`config.mk`:
```
export PLATFORM = sky130hd
export DESIGN_NAME = draw_background_pattern
export DESIGN_NICKNAME = d
export VERILOG_FILES = /design/src/rtl/draw_background_pattern.sv
export SDC_FILE = /design/constraint.sdc
export NUM_CORES = 1
export LEC_CHECK = 0
export CAP_MARGIN = 15
export CORE_MARGIN = 1.5
export CORE_UTILIZATION = 39
export DETAILED_ROUTE_END_ITERATION = 12
export MAX_ROUTING_LAYER = met4
export PLACE_DENSITY = 0.75
export SLEW_MARGIN = 20
export SYNTH_ARGS = -nofsm -noshare
export SYNTH_HDL_FRONTEND = slang
export SYNTH_SLANG_ARGS = --single-unit
```
`constraint.sdc`:
```
create_clock -name pclk -period 1.8 [get_ports pclk]
set_clock_uncertainty 0.15 [all_clocks]
set_input_delay 0.18 -clock pclk [delete_from_list [all_inputs] [get_ports pclk]]
set_output_delay 0.18 -clock pclk [all_outputs]
set_load 0.02 [all_outputs]
```
`src/rtl/draw_background_pattern.sv`:
```
// Background stage: delays the VGA timing bus by PIPE cycles and paints a bordered,
// per-frame selectable pattern (solid, checker, colour bars, scrolling gradient).
module draw_background_pattern #(
    parameter int              H_ACTIVE  = 800,
    parameter int              V_ACTIVE  = 600,
    parameter int              CW        = 4,
    parameter int              PIPE      = 1,
    parameter int              TILE_LOG2 = 5,
    parameter int              BAR_LOG2  = 7,
    parameter bit              BORDER_EN = 1'b1,
    parameter logic [3*CW-1:0] FILL_RGB  = 12'h8_b_e,
    parameter logic [3*CW-1:0] ALT_RGB   = 12'h2_4_6
) (
    input  logic            pclk,
    input  logic            rst,
    input  logic [10:0]     hcount_in,
    input  logic [10:0]     vcount_in,
    input  logic            hsync_in,
    input  logic            hblnk_in,
    input  logic            vsync_in,
    input  logic            vblnk_in,
    input  logic [1:0]      mode_in,
    output logic [10:0]     hcount_out,
    output logic [10:0]     vcount_out,
    output logic            hsync_out,
    output logic            hblnk_out,
    output logic            vsync_out,
    output logic            vblnk_out,
    output logic [3*CW-1:0] rgb_out,
    output logic [7:0]      frame_cnt
);
    localparam int RGB_W = 3 * CW;
    localparam int BUS_W = 11 + 11 + 4 + RGB_W;
    localparam logic [CW-1:0] ONES = '1;
    localparam logic [CW-1:0] ZERO = '0;
    localparam logic [10:0] H_LAST = 11'(H_ACTIVE - 1);
    localparam logic [10:0] V_LAST = 11'(V_ACTIVE - 1);

    typedef enum logic [1:0] {
        MODE_SOLID = 2'd0,
        MODE_CHECK = 2'd1,
        MODE_BARS  = 2'd2,
        MODE_GRAD  = 2'd3
    } mode_e;

    mode_e            active_mode_q, active_mode_d;
    logic [7:0]       frame_cnt_q, frame_cnt_d;
    logic             vblnk_prev_q, vblnk_prev_d;
    logic             inhibit_q, inhibit_d;
    logic             frame_start;
    logic [RGB_W-1:0] rgb_d;
    logic [BUS_W-1:0] pipe_q [PIPE];
    logic [BUS_W-1:0] pipe_d [PIPE];

    // Bar order: white, yellow, cyan, green, magenta, red, blue, black (R,G,B on/off).
    function automatic logic [RGB_W-1:0] bar_colour(input logic [2:0] idx);
        logic [2:0] m;
        case (idx)
            3'd0:    m = 3'b111;
            3'd1:    m = 3'b110;
            3'd2:    m = 3'b011;
            3'd3:    m = 3'b010;
            3'd4:    m = 3'b101;
            3'd5:    m = 3'b100;
            3'd6:    m = 3'b001;
            default: m = 3'b000;
        endcase
        return {{CW{m[2]}}, {CW{m[1]}}, {CW{m[0]}}};
    endfunction

    function automatic logic [RGB_W-1:0] gradient(input logic [10:0] h, input logic [10:0] v,
                                                  input logic [7:0] fc);
        logic [7:0] s;
        s = h[7:0] + fc;
        return {s[7:8-CW], v[7:8-CW], fc[7:8-CW]};
    endfunction

    // The cycle right after reset cannot start a frame: prev vblnk is only a reset artefact there.
    always_comb begin
        frame_start   = vblnk_in && !vblnk_prev_q && !inhibit_q;
        vblnk_prev_d  = vblnk_in;
        inhibit_d     = 1'b0;
        active_mode_d = active_mode_q;
        frame_cnt_d   = frame_cnt_q;
        if (frame_start) begin
            active_mode_d = mode_e'(mode_in);
            frame_cnt_d   = frame_cnt_q + 8'd1;
        end
    end

    always_comb begin
        rgb_d = '0;
        if (hblnk_in || vblnk_in) begin
            rgb_d = '0;
        end else if (BORDER_EN && vcount_in == 11'd0) begin
            rgb_d = {ONES, ONES, ZERO};
        end else if (BORDER_EN && vcount_in == V_LAST) begin
            rgb_d = {ONES, ZERO, ZERO};
        end else if (BORDER_EN && hcount_in == 11'd0) begin
            rgb_d = {ZERO, ONES, ZERO};
        end else if (BORDER_EN && hcount_in == H_LAST) begin
            rgb_d = {ZERO, ZERO, ONES};
        end else begin
            case (active_mode_q)
                MODE_SOLID: rgb_d = FILL_RGB;
                MODE_CHECK: rgb_d = (hcount_in[TILE_LOG2] ^ vcount_in[TILE_LOG2]) ? ALT_RGB : FILL_RGB;
                MODE_BARS:  rgb_d = bar_colour(hcount_in[BAR_LOG2+2:BAR_LOG2]);
                default:    rgb_d = gradient(hcount_in, vcount_in, frame_cnt_q);
            endcase
        end
    end

    always_comb begin
        pipe_d[0] = {hcount_in, vcount_in, hsync_in, hblnk_in, vsync_in, vblnk_in, rgb_d};
        for (int i = 1; i < PIPE; i++) begin
            pipe_d[i] = pipe_q[i-1];
        end
    end

    always_ff @(posedge pclk) begin
        if (rst) begin
            active_mode_q <= MODE_SOLID;
            frame_cnt_q   <= 8'd0;
            vblnk_prev_q  <= 1'b0;
            inhibit_q     <= 1'b1;
        end else begin
            active_mode_q <= active_mode_d;
            frame_cnt_q   <= frame_cnt_d;
            vblnk_prev_q  <= vblnk_prev_d;
            inhibit_q     <= inhibit_d;
        end
    end

    always_ff @(posedge pclk) begin
        for (int i = 0; i < PIPE; i++) begin
            if (rst) begin
                pipe_q[i] <= '0;
            end else begin
                pipe_q[i] <= pipe_d[i];
            end
        end
    end

    assign {hcount_out, vcount_out, hsync_out, hblnk_out, vsync_out, vblnk_out, rgb_out} = pipe_q[PIPE-1];
    assign frame_cnt = frame_cnt_q;

endmodule
```
==> run_results.csv, run 1 <==
group,metric,value,unit
yosys,synth_mux_area_share,0.989,%
yosys,syn_nets,255,
yosys,avgSynthCellArea,9.28,um^2
timing,fin_ws,-0.00779,ns
yosys,synth_compound_area_share,12.7,%
worst_setup_path,r2r_end,"pipe_q[0][9]$_SDFF_PP0_",
yosys,netlist_top_cells_area,"dfxtp_1, nor2b_1, nor2_1, ha_1, a21oi_1",
grt,grt_max_degree,24,
clock_network,clock_latency,0.29,ns
job,drv_cap,0,
worst_setup_path,r2r-start,"frame_cnt[1]$_SDFFE_PP0P_",
min_path,holdPathEnd,"pipe_q[0][33]$_SDFF_PP0_",
place,gp_congestion,0.831,
yosys,synthXorXnorAreaFrac,3.90,%
worst_setup_path,crit_path_end_kind,"register",
clock_network,cts_sinks,49,
yosys,synth-simple-area-share,27.9,%
clock_network,h-tree-depth,2,
timing,fmax,0.553,GHz
drt,avgRoutedWirePerCell,13.5,um
finish,areaGrowthSynthToFinish,69.0,%
clock_network,path_clk_slew,0.09,ns
yosys,synth_top_cell_by_area,"dfxtp_1",
finish,fin_nets,374,
drt,first_pass_iters,4,
finish,n_antenna_cell,0,
min_path,min_from,"hcount_in[6]",
clock_network,cts_tree,"yes",
timing,timing.final.crit_share,100,%
grt,antenna_found_initial,0,
timing,setup_viol,1,
outcome,outcome,"finished, violations left",
worst_setup_path,path_class,"register to register",
worst_setup_path,crit_arrival,1.85,ns
die,die_h,75.0,um
timing,rsz0062_at_grt,"true",
worst_setup_path,reg2reg_depth,7,
min_path,hold_class,"primary input to register",
die,rows,26,
yosys,ys.warnings.count,0,
die,die_w,75.0,um
die,die_area,5630,um^2
yosys,synth_adder_area_share,4.33,%
yosys,synth_top_area_share,48.5,%
yosys,syn_area,2020,um^2
yosys,synth_top_family_by_area,"simple AND/OR/NAND/NOR gates",
yosys,synth.distinct_cells,40,
grt,overflow,0,
die,coreArea,5040,um^2
worst_setup_path,cp-start-kind,"register",
place,numPortBuffers,75,
min_path,hold_depth,2,
yosys,yosysMostFrequentCell,"dfxtp_1",
drt,drc,0,
die,ios,76,
outcome,violations,"setup timing",
yosys,synth_edf_count,0,
clock_network,cts.root.buffer_cell,"clkbuf_8",
yosys,ys.flop_type,"dfxtp_1",
drt,num_vias,1970,
grt,grt_pass1_vias,1905,
die,start_util,40.1,%
grt,grt_pass1_wl,8.73,mm
power,static-leakage-power,1.42,nW
grt,groute.usage.overall,21.1,%
finish,final_util,67.8,%
drt,ant_nets,0,
timing,hold_viol_final,0,
yosys,yosysSeqAreaShare,48.5,%
clock_network,cts_buffers,5,
timing,hold-worst-slack,0.0823,ns
timing,finalCriticalPeriod,1.81,ns
timing,drv_slew,0,
worst_setup_path,rrSetupSlack,-0.008,ns
worst_setup_path,crit_fanout,3,
timing,tightest_slew,0.283,ns
timing,maxSlewHeadroom,81.1,%
finish,drive_gt1_share,21.6,%
clock_network,cts_max_path_buffers,2,
drt,routed_via_density,4.83,
yosys,synthArstFlopShare,0,%
power,vdd_drop_max,345,uV
yosys,synth_cells,218,
power,powerDensity,697,nW/um^2
yosys,synthTopCellsByCount,"dfxtp_1, nor2b_1, nor2_1, nand2_1",
yosys,ys_ff_latch,49,
drt,first_iter_violations,54,
worst_setup_path,crit_required,1.84,ns
place,dpl.hpwl,4.38,mm
drt,totalWireLength,5.52,mm
==> sequential cells by signal (all words and copies together) (netlist names) <==
register,count
inhibit_q,1
pipe_q,38
active_mode_q,2
frame_cnt,8
==> per-stage QoR <==
step	setup slack, ns	std cells	instance area (um^2)	TNS [ns]	total power [mW]
floorplan	-0.0256	218	2090	-0.0473	1.33
global placement	-0.366	398	3210	-3.28	1.55
detailed placement	-0.372	398	3210	-3.44	1.56
CTS	-0.00278	406	3360	-0.00278	2.40
global route	-0.0926	408	3420	-0.240	2.48
finish	-0.00779	408	3420	-0.00779	2.38
==> how the worst max path moves through the flow <==
stage | startpoint | end | cells past startpoint
floorplan | frame_cnt[1]$_SDFFE_PP0P_ | pipe_q[0][9]$_SDFF_PP0_ | 7
global placement | hcount_in[4] | pipe_q[0][11]$_SDFF_PP0_ | 7
detailed placement | hcount_in[2] | pipe_q[0][9]$_SDFF_PP0_ | 9
CTS | frame_cnt[3]$_SDFFE_PP0P_ | pipe_q[0][10]$_SDFF_PP0_ | 7
global route | frame_cnt[1]$_SDFFE_PP0P_ | pipe_q[0][9]$_SDFF_PP0_ | 7
finish | frame_cnt[1]$_SDFFE_PP0P_ | pipe_q[0][9]$_SDFF_PP0_ | 7
==> cells by family after synthesis <==
group	Yosys count
compound gates	41
xor+xnor	9
fa+ha+maj	7
buf+inv	9
flops	49
mux	2
simple gates	101
==> placed cells by master, fill, tap and decap left out, drive strengths merged, types with 7 or more instances in the layout <==
cell type      count
nor2b             28
a21oi             12
o21ai             13
ha                 7
nand2             14
dfxtp             49
nor3               8
nor2              27
buf               42
clkdlybuf4s50     67
==> area by class of cell <==
cell class	count	area [um^2]
fillers	421	1620
inverters	4	15.0
multi-input cells	160	1110
clock inverters	2	35.0
clock buffers	6	93.8
well taps	70	87.6
repair buffers	117	1080
flip-flops and latches	49	991
==> critical path, cell delays in order (launching register included) <==
cell and delay, ns:
dfxtp_4 0.36, ha_4 0.28, nand3_4 0.08, a2111oi_4 0.32, o21a_1 0.22, nor2_1 0.06, o211ai_1 0.15, nand2_1 0.07
==> power by group <==
group | internal [mW] | switching (mW)
clock network | 0.496 | 0.355
logic | 0.210 | 0.180
registers | 1.12 | 0.0182
total | 1.83 | 0.553
==> metal layers <==
layer  GRT usage [%]  up-vias  routed length, um
li1                -     1002                  -
met1            24.6      887               2280
met2            37.0       70               2790
met3            3.08       11                318
met4            6.87        0                120
met5               -        -                  0
==> what timing repair did <==
| action | CTS | global route |
|---|---|---|
| hold buffers | 0 | 0 |
| endpoints found under the setup margin | 5 | 9 |
| pin swaps | 3 | 9 |
| endpoints found under the hold margin | 0 | 0 |
| resized for setup | 6 | 11 |
| setup buffers | 0 | 2 |
Power figures use the tool's default switching activity.
==> run 2: changes to the inputs <==
- CTS_CLUSTER_SIZE: not set -> 25
==> results of run 2 <==
The final DEF is identical to that of run 1; final timing and power are the same.
